File: src/rtl/ft_tx_arbiter.sv
// ft_tx_arbiter: frames telemetry packets and status snapshots into 16-bit FT transmit FIFO words.
// Status frames exist only with `define FT_TX_STATUS_EN; the default build sends packet frames only.
module ft_tx_arbiter #(
    parameter logic [15:0] HDR_PKT  = 16'h5AA5,
    parameter logic [15:0] HDR_STAT = 16'hA55A
) (
    input  logic        clk,
    input  logic        rst_n,
    input  logic        pkt_valid,
    input  logic [87:0] pkt_data,
    input  logic        stat_req,
    input  logic [31:0] total_packets,
    input  logic [31:0] mismatch_packets,
    output logic [15:0] ui_din,
    output logic [1:0]  ui_din_be,
    output logic        ui_din_valid,
    input  logic        ui_din_full,
    output logic [15:0] drop_count,
    output logic        busy
);
    localparam logic [1:0] S_IDLE = 2'd0;
    localparam logic [1:0] S_PKT  = 2'd1;
`ifdef FT_TX_STATUS_EN
    localparam logic [1:0] S_STAT = 2'd2;
`endif

    logic [1:0]  r_rst_sync;
    logic        w_run;
    logic [1:0]  r_state;
    logic [2:0]  r_idx;
    logic [2:0]  w_nidx;
    logic        r_buf_full;
    logic [87:0] r_buf;
    logic [15:0] w_pkt_word;
    logic        w_acc;
    logic        w_last_pkt;
    logic        w_drop;
    logic        w_start_pkt;

    assign w_run      = r_rst_sync[1];
    assign w_acc      = ui_din_valid & ~ui_din_full;
    assign w_nidx     = r_idx + 3'd1;
    assign w_last_pkt = (r_state == S_PKT) && (r_idx == 3'd6) && w_acc;
    assign w_drop     = pkt_valid & r_buf_full & ~w_last_pkt;

    // Reset release is synchronised so the FSM never leaves IDLE on a partial first edge.
    always_ff @(posedge clk or negedge rst_n) begin
        if (!rst_n) r_rst_sync <= 2'b00;
        else        r_rst_sync <= {r_rst_sync[0], 1'b1};
    end

    always_comb begin
        case (w_nidx)
            3'd1:    w_pkt_word = r_buf[15:0];
            3'd2:    w_pkt_word = r_buf[31:16];
            3'd3:    w_pkt_word = r_buf[47:32];
            3'd4:    w_pkt_word = r_buf[63:48];
            3'd5:    w_pkt_word = r_buf[79:64];
            default: w_pkt_word = {8'h00, r_buf[87:80]};
        endcase
    end

`ifdef FT_TX_STATUS_EN
    logic        r_stat_pend;
    logic        r_last_pkt;
    logic        w_start_stat;
    logic [31:0] r_snap_tot;
    logic [31:0] r_snap_mis;
    logic [15:0] r_snap_drop;
    logic [15:0] w_stat_word;

    // Round-robin: on contention the class not served last wins.
    assign w_start_pkt  = (r_state == S_IDLE) & w_run & r_buf_full & (~r_stat_pend | ~r_last_pkt);
    assign w_start_stat = (r_state == S_IDLE) & w_run & r_stat_pend & ~w_start_pkt;

    always_comb begin
        case (w_nidx)
            3'd1:    w_stat_word = r_snap_tot[15:0];
            3'd2:    w_stat_word = r_snap_tot[31:16];
            3'd3:    w_stat_word = r_snap_mis[15:0];
            3'd4:    w_stat_word = r_snap_mis[31:16];
            default: w_stat_word = r_snap_drop;
        endcase
    end

    always_ff @(posedge clk or negedge rst_n) begin
        if (!rst_n) begin
            r_stat_pend <= 1'b0;
            r_last_pkt  <= 1'b0;
            r_snap_tot  <= '0;
            r_snap_mis  <= '0;
            r_snap_drop <= '0;
        end else begin
            r_stat_pend <= ~w_start_stat & (r_stat_pend | stat_req);
            r_last_pkt  <= w_start_pkt ? 1'b1 : (w_start_stat ? 1'b0 : r_last_pkt);
            if (w_start_stat) begin
                r_snap_tot  <= total_packets;
                r_snap_mis  <= mismatch_packets;
                r_snap_drop <= drop_count;
            end
        end
    end
`else
    logic w_unused;
    assign w_start_pkt = (r_state == S_IDLE) & w_run & r_buf_full;
    assign w_unused    = ^{stat_req, total_packets, mismatch_packets, HDR_STAT};
`endif

    // The buffer frees on the last-word accept, so a packet arriving that same cycle is kept.
    always_ff @(posedge clk or negedge rst_n) begin
        if (!rst_n) begin
            r_buf      <= '0;
            r_buf_full <= 1'b0;
            drop_count <= '0;
        end else begin
            if (pkt_valid && (!r_buf_full || w_last_pkt)) begin
                r_buf      <= pkt_data;
                r_buf_full <= 1'b1;
            end else if (w_last_pkt) begin
                r_buf_full <= 1'b0;
            end
            if (w_drop && drop_count != 16'hFFFF) drop_count <= drop_count + 16'd1;
        end
    end

    always_ff @(posedge clk or negedge rst_n) begin
        if (!rst_n) begin
            r_state      <= S_IDLE;
            r_idx        <= '0;
            ui_din       <= '0;
            ui_din_be    <= '0;
            ui_din_valid <= 1'b0;
            busy         <= 1'b0;
        end else begin
            case (r_state)
                S_IDLE: begin
                    if (w_start_pkt) begin
                        r_state      <= S_PKT;
                        r_idx        <= '0;
                        ui_din       <= HDR_PKT;
                        ui_din_be    <= 2'b11;
                        ui_din_valid <= 1'b1;
                        busy         <= 1'b1;
`ifdef FT_TX_STATUS_EN
                    end else if (w_start_stat) begin
                        r_state      <= S_STAT;
                        r_idx        <= '0;
                        ui_din       <= HDR_STAT;
                        ui_din_be    <= 2'b11;
                        ui_din_valid <= 1'b1;
                        busy         <= 1'b1;
`endif
                    end
                end
                S_PKT: begin
                    if (w_acc && r_idx == 3'd6) begin
                        r_state      <= S_IDLE;
                        ui_din       <= '0;
                        ui_din_be    <= '0;
                        ui_din_valid <= 1'b0;
                        busy         <= 1'b0;
                    end else if (w_acc) begin
                        r_idx     <= w_nidx;
                        ui_din    <= w_pkt_word;
                        ui_din_be <= (w_nidx == 3'd6) ? 2'b01 : 2'b11;
                    end
                end
`ifdef FT_TX_STATUS_EN
                S_STAT: begin
                    if (w_acc && r_idx == 3'd5) begin
                        r_state      <= S_IDLE;
                        ui_din       <= '0;
                        ui_din_be    <= '0;
                        ui_din_valid <= 1'b0;
                        busy         <= 1'b0;
                    end else if (w_acc) begin
                        r_idx     <= w_nidx;
                        ui_din    <= w_stat_word;
                        ui_din_be <= 2'b11;
                    end
                end
`endif
                default: r_state <= S_IDLE;
            endcase
        end
    end
endmodule

File: config.mk
export PLATFORM = sky130hd
export DESIGN_NAME = ft_tx_arbiter
export DESIGN_NICKNAME = d
export VERILOG_FILES = /design/src/rtl/ft_tx_arbiter.sv
export SDC_FILE = /design/constraint.sdc
export NUM_CORES = 1
export LEC_CHECK = 0
export CELL_PAD_IN_SITES_DETAIL_PLACEMENT = 0
export CELL_PAD_IN_SITES_GLOBAL_PLACEMENT = 1
export CORE_AREA = 4 4 133 135
export CTS_CLUSTER_SIZE = 8
export DETAILED_ROUTE_END_ITERATION = 7
export DIE_AREA = 0 0 137 139
export PLACE_DENSITY_LB_ADDON = 0.05
export SLEW_MARGIN = 20
export SYNTH_ARGS = -nofsm -noshare
export SYNTH_HDL_FRONTEND = slang
export SYNTH_SLANG_ARGS = --single-unit
export TNS_END_PERCENT = 30
File: constraint.sdc
create_clock -name clk -period 2.4 [get_ports clk]
set_clock_uncertainty 0.1 [all_clocks]
set_input_delay 0.24 -clock clk [delete_from_list [all_inputs] [get_ports clk]]
set_output_delay 0.24 -clock clk [all_outputs]
set_load 0.05 [all_outputs]
* Word level (Yosys, flattened, before mapping)
Index checks and enable logic that the tools add are counted.
** Word-level totals
- Register bits after elaboration :: 131
- Output and inout port bits :: 36
- Logic and storage cells :: 68
** Operators by class
- $add $sub $neg :: 2
- Eq/ne operators :: 14
- Multiplexer cells :: 22
- Bitwise gates (word level) :: 7
- Reduce and logical (&&, ||, !) cells :: 14
** Operator list (count)
- case mux 16 bit (5 select lines) :: 1
- 2-to-1 mux 16 bit :: 3
- case mux 16 bit (2 select lines) :: 1
- adder 16 x 1 -> 16 bit (second input constant) :: 1
- inequality test 16 bit (second input constant) :: 1
- == test 3 bit (second input constant) :: 4
- 2-to-1 mux 2 bit :: 6
- 2-to-1 mux 3 bit :: 3
- case mux 2 bit (2 select lines) :: 2
- == test 3 x 2 -> 1 bit (second input constant) :: 2
- inequality test 2 bit (second input constant) :: 3
- case mux 3 bit (2 select lines) :: 1
- AND reduction 3 bit :: 2
- bitwise AND 1 bit :: 5
- logical AND 1 bit :: 5
- 2-to-1 mux 1 bit :: 4
- AND reduction 4 bit :: 1
- nonzero test 2 bit :: 2
- adder 3 x 1 -> 3 bit (second input constant) :: 1
- == test 3 x 1 -> 1 bit (second input constant) :: 1
- inequality test 3 x 2 -> 1 bit (second input constant) :: 1
- == test 2 x 1 -> 1 bit (second input constant) :: 1
- zero test 2 bit :: 1
- inequality test 2 x 1 -> 1 bit (second input constant) :: 1
- other kinds (5) :: 6

* Logic depth before layout (Yosys ltp)
- Word-level depth :: 6
- Mapped depth :: 9

* Worst setup path before layout
OpenSTA, ideal clock, no wires.
- Path type :: register to register
- Start :: register drop_count[0]
- End :: register drop_count[1]
- Arrival time :: 1965 ps
- Required time :: 2175 ps
- Setup slack :: 210 ps
- Cell stages (with the launch flop) :: 6
- Path buffers :: 0
- Cells stage by stage :: dfrtp_1 ha_1 nand4_1 or4_4 and2_4 mux2_4
** Between the ends
- Word-level cells in the longest chain between the ends :: 2
- Elaborated cells between the ends (all ways) :: 3
** RTL lines
- start, declared :: RTL line 18 : output logic [15:0] drop_count,
- start signal, assigned :: RTL line 122 : if (w_drop && drop_count != 16'hFFFF) drop_count <= drop_count + 16'd1;
- parallel branches: the longest is 2 deep, another holds adder 16 x 1 -> 16 bit
Parallel ways; which one is timed is not known.
A chain may end at the register's enable or synchronous reset.

* Worst setup path in the final report
- Start :: register r_idx[0]
- End :: register r_buf[45]
** Between the ends
- Word-level cells in the longest chain between the ends :: 5
** RTL lines
- start, declared :: RTL line 30 : logic [2:0] r_idx;
- start signal, assigned :: RTL line 163 : r_idx <= w_nidx;
- == test 3 bit :: RTL line 43 : assign w_last_pkt = (r_state == S_PKT) && (r_idx == 3'd6) && w_acc;
- logical AND 1 bit (2 in series) :: RTL line 43
- logical OR 1 bit :: RTL line 116 : if (pkt_valid && (!r_buf_full || w_last_pkt)) begin
- logical AND 1 bit :: RTL line 116
- end signal, assigned :: RTL line 117 : r_buf <= pkt_data;
- end, declared :: RTL line 33 : logic [87:0] r_buf;
Every way passes these cells.

==> impl_metrics.yaml <==
hold_path:
  hp-class: "in2async"
global_route:
  grt_overflow: 0
  grtUsageTotal: 0.164
  grt_pass1_wl_mm: 23.8
  grt_max_degree: 52
  first_global_vias: 4366
  antenna_found_initial: 0
floorplanning:
  die_w_um: 137
  rows: 47
  io_pins: 193
  start_util: 0.354
  die_h_um: 139
  core_um2: 16500
  die_area_um2: 19000
power_and_ir_drop:
  ir_worst_vdd_uv: 611
  power_density_nw_per_um2: 1390
  leakage_nw: 3.47
  p_total_mw: 11.3
synthesis:
  synth_top_area_frac: 0.554
  synth.avg_cell_area_um2: 13.6
  synth_edf_count: 0
  yosysTopAreaCell: "dfrtp_1"
  synth_area_leaders: "dfrtp_1, mux2_2, mux2_1, xnor2_1, a221oi_2"
  synth_fp_nets: 593
  ys_ff_latch: 129
  synth_warnings: 0
  ys.flop_type: "dfrtp_1"
  async_flop_share: 1.00
  netlist_area_um2: 5830
  synth_most_common_cell: "dfrtp_1"
  synth_seq_area_share: 0.554
  synth_cell_types: 51
  syn_inst: 430
  synth.top_cells.by_count: "dfrtp_1, mux2_2, mux2_1, nand2_1, xnor2_1"
final_layout:
  diodes: 0
  fin_nets: 736
  fin_cells: 806
  nFillCells: 1443
  drive_gt1_frac: 0.258
  area_growth_pct: 40.3
  fin_util: 0.496
sta:
  slew_headroom: 0.564
  layout_setup_ws_ns: 0.165
  hold_ws_ns: 0.161
  setup_viol: 0
  rsz0062_at_grt: "false"
  hold_viol_final: 0
  drv_slew: 0
  period_share: 0.931
  timing.fmax_ghz: 0.447
  final.min_clock_period_ns: 2.24
  tightest_slew_ns: 0.653
worst_setup_path:
  reg2reg_from: "r_idx[0]"
  critical_path_arrival_ns: 2.43
  reg2regPathDepth: 7
  path_class: "reg2reg"
  cp-endpoint: "r_buf[45]"
  crit_path_start: "r_idx[0]"
  cp-start-kind: "register"
  rr_endpoint: "r_buf[45]"
  crit_fanout: 48
  crit_required_ns: 2.59
  r2r_setup_slack_ns: 0.16
  endpoint_kind: "register"
placed_design:
  pre_cts_slack_ns: -0.0203
  port_buffers: 127
  numPlacedInstances: 773
  dp_hpwl_mm: 10.9
  routabilityCongestion: 0.807
clock_tree:
  cts_max_level: 4
  cts_made_buffers: 17
  clkLatencyLatePin_ns: 0.41
  cts_tree: "yes"
  postCtsSetupBuffers: 0
  clock_path_buffers: 2
  clock_sinks: 129
  cts-root-buf: "clkbuf_16"
  clkTransAtPathRegs_ns: 0.06
outcome:
  status: "complete, no violations"
routing:
  finalWirelength_mm: 14.9
  route.detailed.drc: 0
  antenna_left: 0
  drt-initial-drc-count: 192
  vias_per_cell: 5.00
  vias: 4026
  avgRoutedWirePerCell_um: 18.5
  dr.pass1.iters: 5
flow_run:
  max_cap_violations: 0
registers in the layout (all words and copies together) (netlist names):
name        count
ui_din_be       2
r_buf_full      1
drop_count     16
r_buf          88
r_idx           3
r_rst_sync      2
busy            1
ui_din         16
layout make-up:
type	count	area (µm²)	share of cell area
Clock inverter	10	228	0.0279
Multi-Input combinational cell	267	2440	0.298
Timing Repair Buffer	151	1510	0.184
Inverter	7	26.3	0.00321
Tap cell	220	275	0.0337
Sequential cell	129	3230	0.395
Clock buffer	22	474	0.0580
per-stage QoR:
step | setup TNS (ns) | instance area (µm²)
floorplan | 0 | 5830
detailed placement | -0.0203 | 7450
finish | 0 | 8170
global placement | 0 | 7450
CTS | 0 | 8170
global route | 0 | 8170
cell families after synthesis:
| group | count (synthesis) | share of synthesized area |
|---|---|---|
| DFF | 129 | 0.554 |
| muxes | 99 | 0.195 |
| AOI/OAI and AO/OA | 75 | 0.108 |
| and+or+nand+nor | 69 | 0.0711 |
| buffers and inverters | 34 | 0.0318 |
| xor gates and xnor gates | 17 | 0.0268 |
| adders and majority gates | 6 | 0.0129 |
| other | 1 | 0.000644 |
worst max-delay path: stages, from the launching register on:
cell,delay [ns]
dfrtp_1,0.43
inv_1,0.10
ha_1,0.28
nand2_2,0.14
o21ai_1,0.20
and2_4,0.20
buf_12,0.25
mux2_2,0.38
repair_timing:
action                                  4_1_cts  5_1_grt
pin swaps                                     0        0
hold buffers                                  1        0
endpoints found under the setup margin        1        1
resized for setup                             1        1
endpoints found under the hold margin        97        0
layer usage:
layer	track usage	up-vias	routed length (µm)
li1	-	1888	-
met1	0.221	2014	6740
met2	0.259	101	7280
met3	0.0406	23	718
met4	0.0515	0	219
met5	0	-	0
layout by cell type, fill, tap and decap left out, types with 7 or more instances in the layout:
cell,n
a221oi_1,8
a221oi_2,8
a222oi_1,7
a22o_1,10
and3_1,11
buf_4,19
bufinv_16,7
clkbuf_16,17
clkdlybuf4s50_1,126
dfrtp_1,129
inv_1,7
mux2_1,20
mux2_2,72
nand2_1,15
nand3_1,7
nand4_1,9
o21ai_0,9
o21ai_1,11
xnor2_1,14
worst min-delay path by stage:
| stage | end | cells past startpoint | startpoint |
|---|---|---|---|
| 2_1_floorplan | busy | 0 | rst_n |
| 3_3_place_gp | drop_count[10] | 1 | rst_n |
| 4_1_cts | drop_count[10] | 2 | rst_n |
| 3_5_place_dp | drop_count[10] | 1 | rst_n |
| 6_report | drop_count[8] | 2 | rst_n |
| 5_1_grt | drop_count[10] | 2 | rst_n |
report_power, final:
| group | internal (mW) | switching, mW |
|---|---|---|
| clock network | 2.13 | 0.933 |
| registers | 3.13 | 0.581 |
| logic | 2.16 | 2.38 |
(Power assumes the default switching activity.)
